[src/rtl/reg_file_2r1w.sv]
// Two-read, one-write architectural register file. Register 0 reads as zero;
// an optional write-through path forwards a same-cycle write to the read ports.
module reg_file_2r1w #(
  parameter int DATA_W       = 32,
  parameter int ADDR_W       = 5,
  parameter int WRITE_BYPASS = 1
) (
  input  logic              clk,
  input  logic              rst_n,
  input  logic [ADDR_W-1:0] ra1,
  input  logic [ADDR_W-1:0] ra2,
  output logic [DATA_W-1:0] rd1,
  output logic [DATA_W-1:0] rd2,
  input  logic              we3,
  input  logic [ADDR_W-1:0] wa3,
  input  logic [DATA_W-1:0] wd3
);

  localparam int unsigned DEPTH = 2 ** ADDR_W;

  logic [DATA_W-1:0] regs [DEPTH];
  logic              wr_en;
  logic              byp1;
  logic              byp2;

  // Writes to address 0 are dropped so regs[0] stays at its reset value of zero.
  always_comb begin
    wr_en = we3 && (wa3 != '0);
  end

  always_ff @(posedge clk or negedge rst_n) begin
    if (!rst_n) begin
      for (int unsigned i = 0; i < DEPTH; i++) begin
        regs[i] <= '0;
      end
    end else if (wr_en) begin
      regs[wa3] <= wd3;
    end
  end

  // Forwarding is gated by rst_n so a pending write cannot leak out during reset.
  always_comb begin
    byp1 = (WRITE_BYPASS != 0) && rst_n && wr_en && (wa3 == ra1);
    byp2 = (WRITE_BYPASS != 0) && rst_n && wr_en && (wa3 == ra2);
  end

  always_comb begin
    rd1 = '0;
    if (rst_n && (ra1 != '0)) begin
      rd1 = byp1 ? wd3 : regs[ra1];
    end
  end

  always_comb begin
    rd2 = '0;
    if (rst_n && (ra2 != '0)) begin
      rd2 = byp2 ? wd3 : regs[ra2];
    end
  end

endmodule

[config.mk]
export PLATFORM = sky130hd
export DESIGN_NAME = reg_file_2r1w
export DESIGN_NICKNAME = d
export VERILOG_FILES = /design/src/rtl/reg_file_2r1w.sv
export SDC_FILE = /design/constraint.sdc
export NUM_CORES = 2
export LEC_CHECK = 0
export CAP_MARGIN = 5
export CORE_AREA = 2 2 354 356
export CTS_BUF_LIST = sky130_fd_sc_hd__clkbuf_8
export DETAILED_ROUTE_END_ITERATION = 8
export DIE_AREA = 0 0 356 358
export GPL_ROUTABILITY_DRIVEN = 0
export REMOVE_ABC_BUFFERS = 1
export SLEW_MARGIN = 5
export SYNTH_ARGS = -nofsm -noshare
export SYNTH_HDL_FRONTEND = slang
export SYNTH_SLANG_ARGS = --single-unit
export TNS_END_PERCENT = 30
[constraint.sdc]
create_clock -name clk -period 2.3 [get_ports clk]
set_input_delay 0.23 -clock clk [delete_from_list [all_inputs] [get_ports clk]]
set_output_delay 0.23 -clock clk [all_outputs]
set_load 0.02 [all_outputs]
## Word-level counts from Yosys, hierarchy flattened

Cells that the tools add are included.

- Order comparisons: 4
- Equal/unequal tests: 2
- Mux-type cells: 13
- Bitwise logic cells: 3
- Reduce and logical (&&, ||, !) cells: 10

Operators by type and width:

| cell | number |
|---|---|
| $bwmux 1024 | 1 |
| $bmux 32 s5 | 2 |
| $mux 32 | 9 |
| $demux 32 s5 | 1 |
| $ge 6x6->1 const B | 3 |
| $not 5->6 | 3 |
| $reduce_bool 5->1 | 3 |
| $eq 5x5->1 | 2 |
| $logic_and 1x1->1 | 7 |
| $lt 6x1->1 const B | 1 |

- Register bits after elaboration: 1024
- Output and inout port bits: 64
- Word-level logic and storage cells: 64

## Logic depth before layout (Yosys ltp)

- Depth after elaboration: 6
- Mapped depth: 9
- Mapped depth without buffers: 5

## Worst setup path before layout

OpenSTA, ideal clock, no wires.

- Kind: input -> output
- Start point: in ra2[0]
- End point: out rd2[22]
- Arrival: 1.993 ns
- Data required time: 2.070 ns
- Path slack: 0.077 ns
- Cell stages on the path: 9
- Buffers on the path: 4
- Path through: buf_2 > buf_6 > and2_1 > buf_2 > clkbuf_1 > a221oi_1 > o21ai_1 > and4_1 > nor3_1

- Word-level cells in the longest chain between the ends: 6

Ends and longest elaborated chain:

| element | line | RTL |
|---|---|---|
| start, declared | 11 | `input logic [ADDR_W-1:0] ra2,` |
| $not 5->6 (implied by the code) | 57 | `rd2 = byp2 ? wd3 : regs[ra2];` |
| $bmux 32 s5 | 57 |  |
| $mux 32 (implied by the code) (2 in series) | 57 |  |
| $mux 32 | 57 |  |
| $mux 32 (*) | 56 | `if (rst_n && (ra2 != '0)) begin` |
| end, declared | 13 | `output logic [DATA_W-1:0] rd2,` |

Mark *: on every way between the ends. The rest lies on a longest branch, timed or not. The select of a mux whose other input is x is not followed.

## Worst setup path after layout

- Start point: reg regs[36] (netlist bit)
- End point: out rd2[4]

- Word-level cells in the longest chain between the ends: 5

Ends and longest elaborated chain:

| element | line | RTL |
|---|---|---|
| start, declared | 21 | `logic [DATA_W-1:0] regs [DEPTH];` |
| start signal, assigned by index | 37 | `regs[wa3] <= wd3;` |
| $bmux 32 s5 | 57 |  |
| $mux 32 (implied by the code) (2 in series) | 57 |  |
| $mux 32 | 57 |  |
| $mux 32 | 56 |  |

No other way between the ends. The select of a mux whose other input is x is not followed.

==> impl_metrics.py <==
metrics = {
    "floorplan": {
        "dieHeight_um": 358,
        "io_pins": 114,
        "fp.dieW_um": 356,
        "core_mm2": 0.123,
        "initial_core_util_pct": 44.8,
        "row_count": 129,
        "die_area_mm2": 0.127,
    },
    "synthesis": {
        "synth_seq_area_share_pct": 46.4,
        "synth_top_area_share_pct": 46.4,
        "ys_top_cells_by_area": "dfrtp_1 (46%), mux2_2 (16%), mux4_2 (13%)",
        "synth_cells": 3938,
        "yosys.area.top_type": "dfrtp_1",
        "yosys_warnings": 0,
        "synth_seq_cells": 1024,
        "async_flop_share_pct": 100,
        "dominantRegCellSynth": "dfrtp_1",
        "syn_area_per_cell_um2": 14.0,
        "syn_area_mm2": 0.0552,
        "synth_edf_count": 0,
        "synth_cell_types": 54,
    },
    "setup_path": {
        "crit_type": "reg2out",
        "r2r_start": "regs[702]",
        "ff2ff_path_depth": 3,
        "reg2reg_to": "regs[702]",
        "crit_path_start_kind": "flop",
        "reg2reg_slack_ns": 1.29,
        "arrival_ns": 2.86,
        "cp.required_ns": 2.07,
        "crit_path_end_kind": "output port",
        "crit_fanout": 3,
    },
    "sta": {
        "setup_tns_ns": -38.29,
        "fmaxAchievable_mhz": 324,
        "rsz0062_at_grt": "true",
        "setup_ws_ns": -0.787,
        "fin_worst_skew_ns": 0,
        "fin_crit_sh_pct": 134,
        "slew_violations": 0,
        "setup_viol_count_final": 64,
        "hold_viol_final": 0,
        "fin_crit_ns": 3.09,
        "slew_headroom_pct": 29.0,
        "tightest_slew_ns": 1.07,
    },
    "placed_design": {
        "dpl_cell_area_mm2": 0.0637,
        "dpl.hpwl_um": 125000,
        "dp_cells": 5876,
        "io_buffer_count": 113,
    },
    "final_layout": {
        "fillCellCount": 10300,
        "area_growth_pct": 23.2,
        "final_area_mm2": 0.0681,
        "regMostFlops": "regs",
        "final_nets": 4486,
        "largest_reg_flops": 1024,
        "post-route-util_pct": 55.2,
        "top_regs": "regs (1024)",
        "layout_common_cells": "dfrtp_1 (1024), mux2_2 (807), buf_4 (481)",
        "final_common_cell": "dfrtp_1",
        "drive_above_1_share_pct": 50.3,
        "final_cells": 6216,
    },
    "worst_hold_path": {
        "holdCritPathClass": "in2reg",
        "hold_depth": 2,
        "min_delay_worst_endpoint": "regs[449]",
        "min-delay-start": "wd3[1]",
    },
    "power_and_ir_drop": {
        "power.density_mw_per_mm2": 786,
        "total_power_mw": 53.5,
        "ir_worst_vdd_uv": 632,
        "p_leak_nw": 30.8,
    },
    "outcome": {
        "violations": "setup timing",
        "outcome": "finished, violations left",
    },
    "clock_tree": {
        "cts-root-buf": "clkbuf_8",
        "cts.sinks": 1024,
        "cts_buffer_depth": 3,
        "path_clk_slew_ns": 0.06,
        "clock_latency_ns": 0.92,
        "cts_max_level": 4,
        "cts_made_buffers": 182,
        "cts_tree": "yes",
    },
    "routing": {
        "drc": 0,
        "ant_nets": 0,
        "dr_total_vias": 39100,
        "viasPerCell": 6.29,
        "drt_iter0_drc": 3372,
        "dr.pass1.iters": 5,
        "totalWireLength_um": 188000,
        "wire_per_inst_um": 30.3,
    },
    "global_routing": {
        "grt_pass1_vias": 40400,
        "grt_usage_pct": 29.9,
        "grt_overflow": 0,
        "grt_pass1_wl_um": 279000,
        "grt_max_degree": 161,
        "antenna_found_initial": 5,
    },
    "run": {
        "drv_cap": 0,
    },
}
==> timing repair <==
| action | CTS | global route |
|---|---|---|
| setup buffers | 4 | 8 |
| endpoints found under the hold margin | 536 | 0 |
| resized for setup | 381 | 78 |
| pin swaps | 80 | 50 |
| gates cloned | 0 | 0 |
| hold buffers | 4 | 0 |
| endpoints found under the setup margin | 64 | 109 |
==> routing by layer <==
layer,global-route usage (%),up-vias,routed length (µm)
met5,0.259,-,12
met4,10.2,2,6080
met1,41.2,20900,80200
met3,6.45,348,13600
met2,47.0,1587,88400
li1,-,16300,-
==> cell type report <==
| class | instances | area [µm²] | share of cell area [%] |
|---|---|---|---|
| multi-input combinational | 2457 | 28500 | 41.8 |
| sequential | 1024 | 25600 | 37.7 |
| timing repair buffer | 768 | 8210 | 12.1 |
| clock buffer | 221 | 3040 | 4.47 |
| tap | 1637 | 2050 | 3.01 |
| clock inverter | 102 | 644 | 0.947 |
| inverter | 3 | 11.3 | 0.0165 |
| antenna | 4 | 10.0 | 0.0147 |
==> report_power, final <==
part | switching [mW] | internal, mW | leakage [nW]
logic | 5.05 | 7.13 | 15.5
registers | 2.48 | 21.5 | 13.1
clock network | 8.03 | 9.35 | 2.13
==> worst max-delay path by stage <==
| stage | from | end | cells after the start |
|---|---|---|---|
| finish | regs[36] | rd2[4] | 7 |
| global route | regs[4] | rd2[4] | 7 |
| CTS | regs[4] | rd2[4] | 7 |
| detailed placement | wa3[1] | rd2[25] | 8 |
| global placement | ra2[4] | rd2[25] | 9 |
| floorplan | ra2[3] | rd2[0] | 3 |
==> kinds of logic after synthesis <==
family          after synthesis  share of synthesized area (%)
compound gates              544                           7.07
xor+xnor                     10                          0.159
buf+inv                     457                           3.80
flops                      1024                           46.4
mux                        1699                           40.4
simple gates                204                           2.18
==> synthesized netlist by cell type, drive strengths merged, types with 33 or more instances <==
master / count
dfrtp: 1024
mux2: 992
mux2i: 382
mux4: 325
clkbuf: 245
buf: 209
a221oi: 126
a22oi: 125
a21oi: 97
o21ai: 62
nor2: 56
nand2: 49
nor3: 33
==> per-stage QoR <==
step,hold WS (ns),setup slack (ns)
5_1_grt,0.0444,-0.878
4_1_cts,0.0130,-0.877
6_report,0.0963,-0.787
3_5_place_dp,0.383,-1.21
3_3_place_gp,0.380,-1.26
2_1_floorplan,-0.0656,-1.43
==> critical path, cell delays in order, from the launching register on <==
cell and delay (ns):
dfrtp_1 0.39, mux4_2 0.53, a22o_1 0.25, a31oi_2 0.19
buf_4 0.16, and4_4 0.22, nor3_2 0.04, buf_4 0.16
Power figures use the tool's default switching activity.
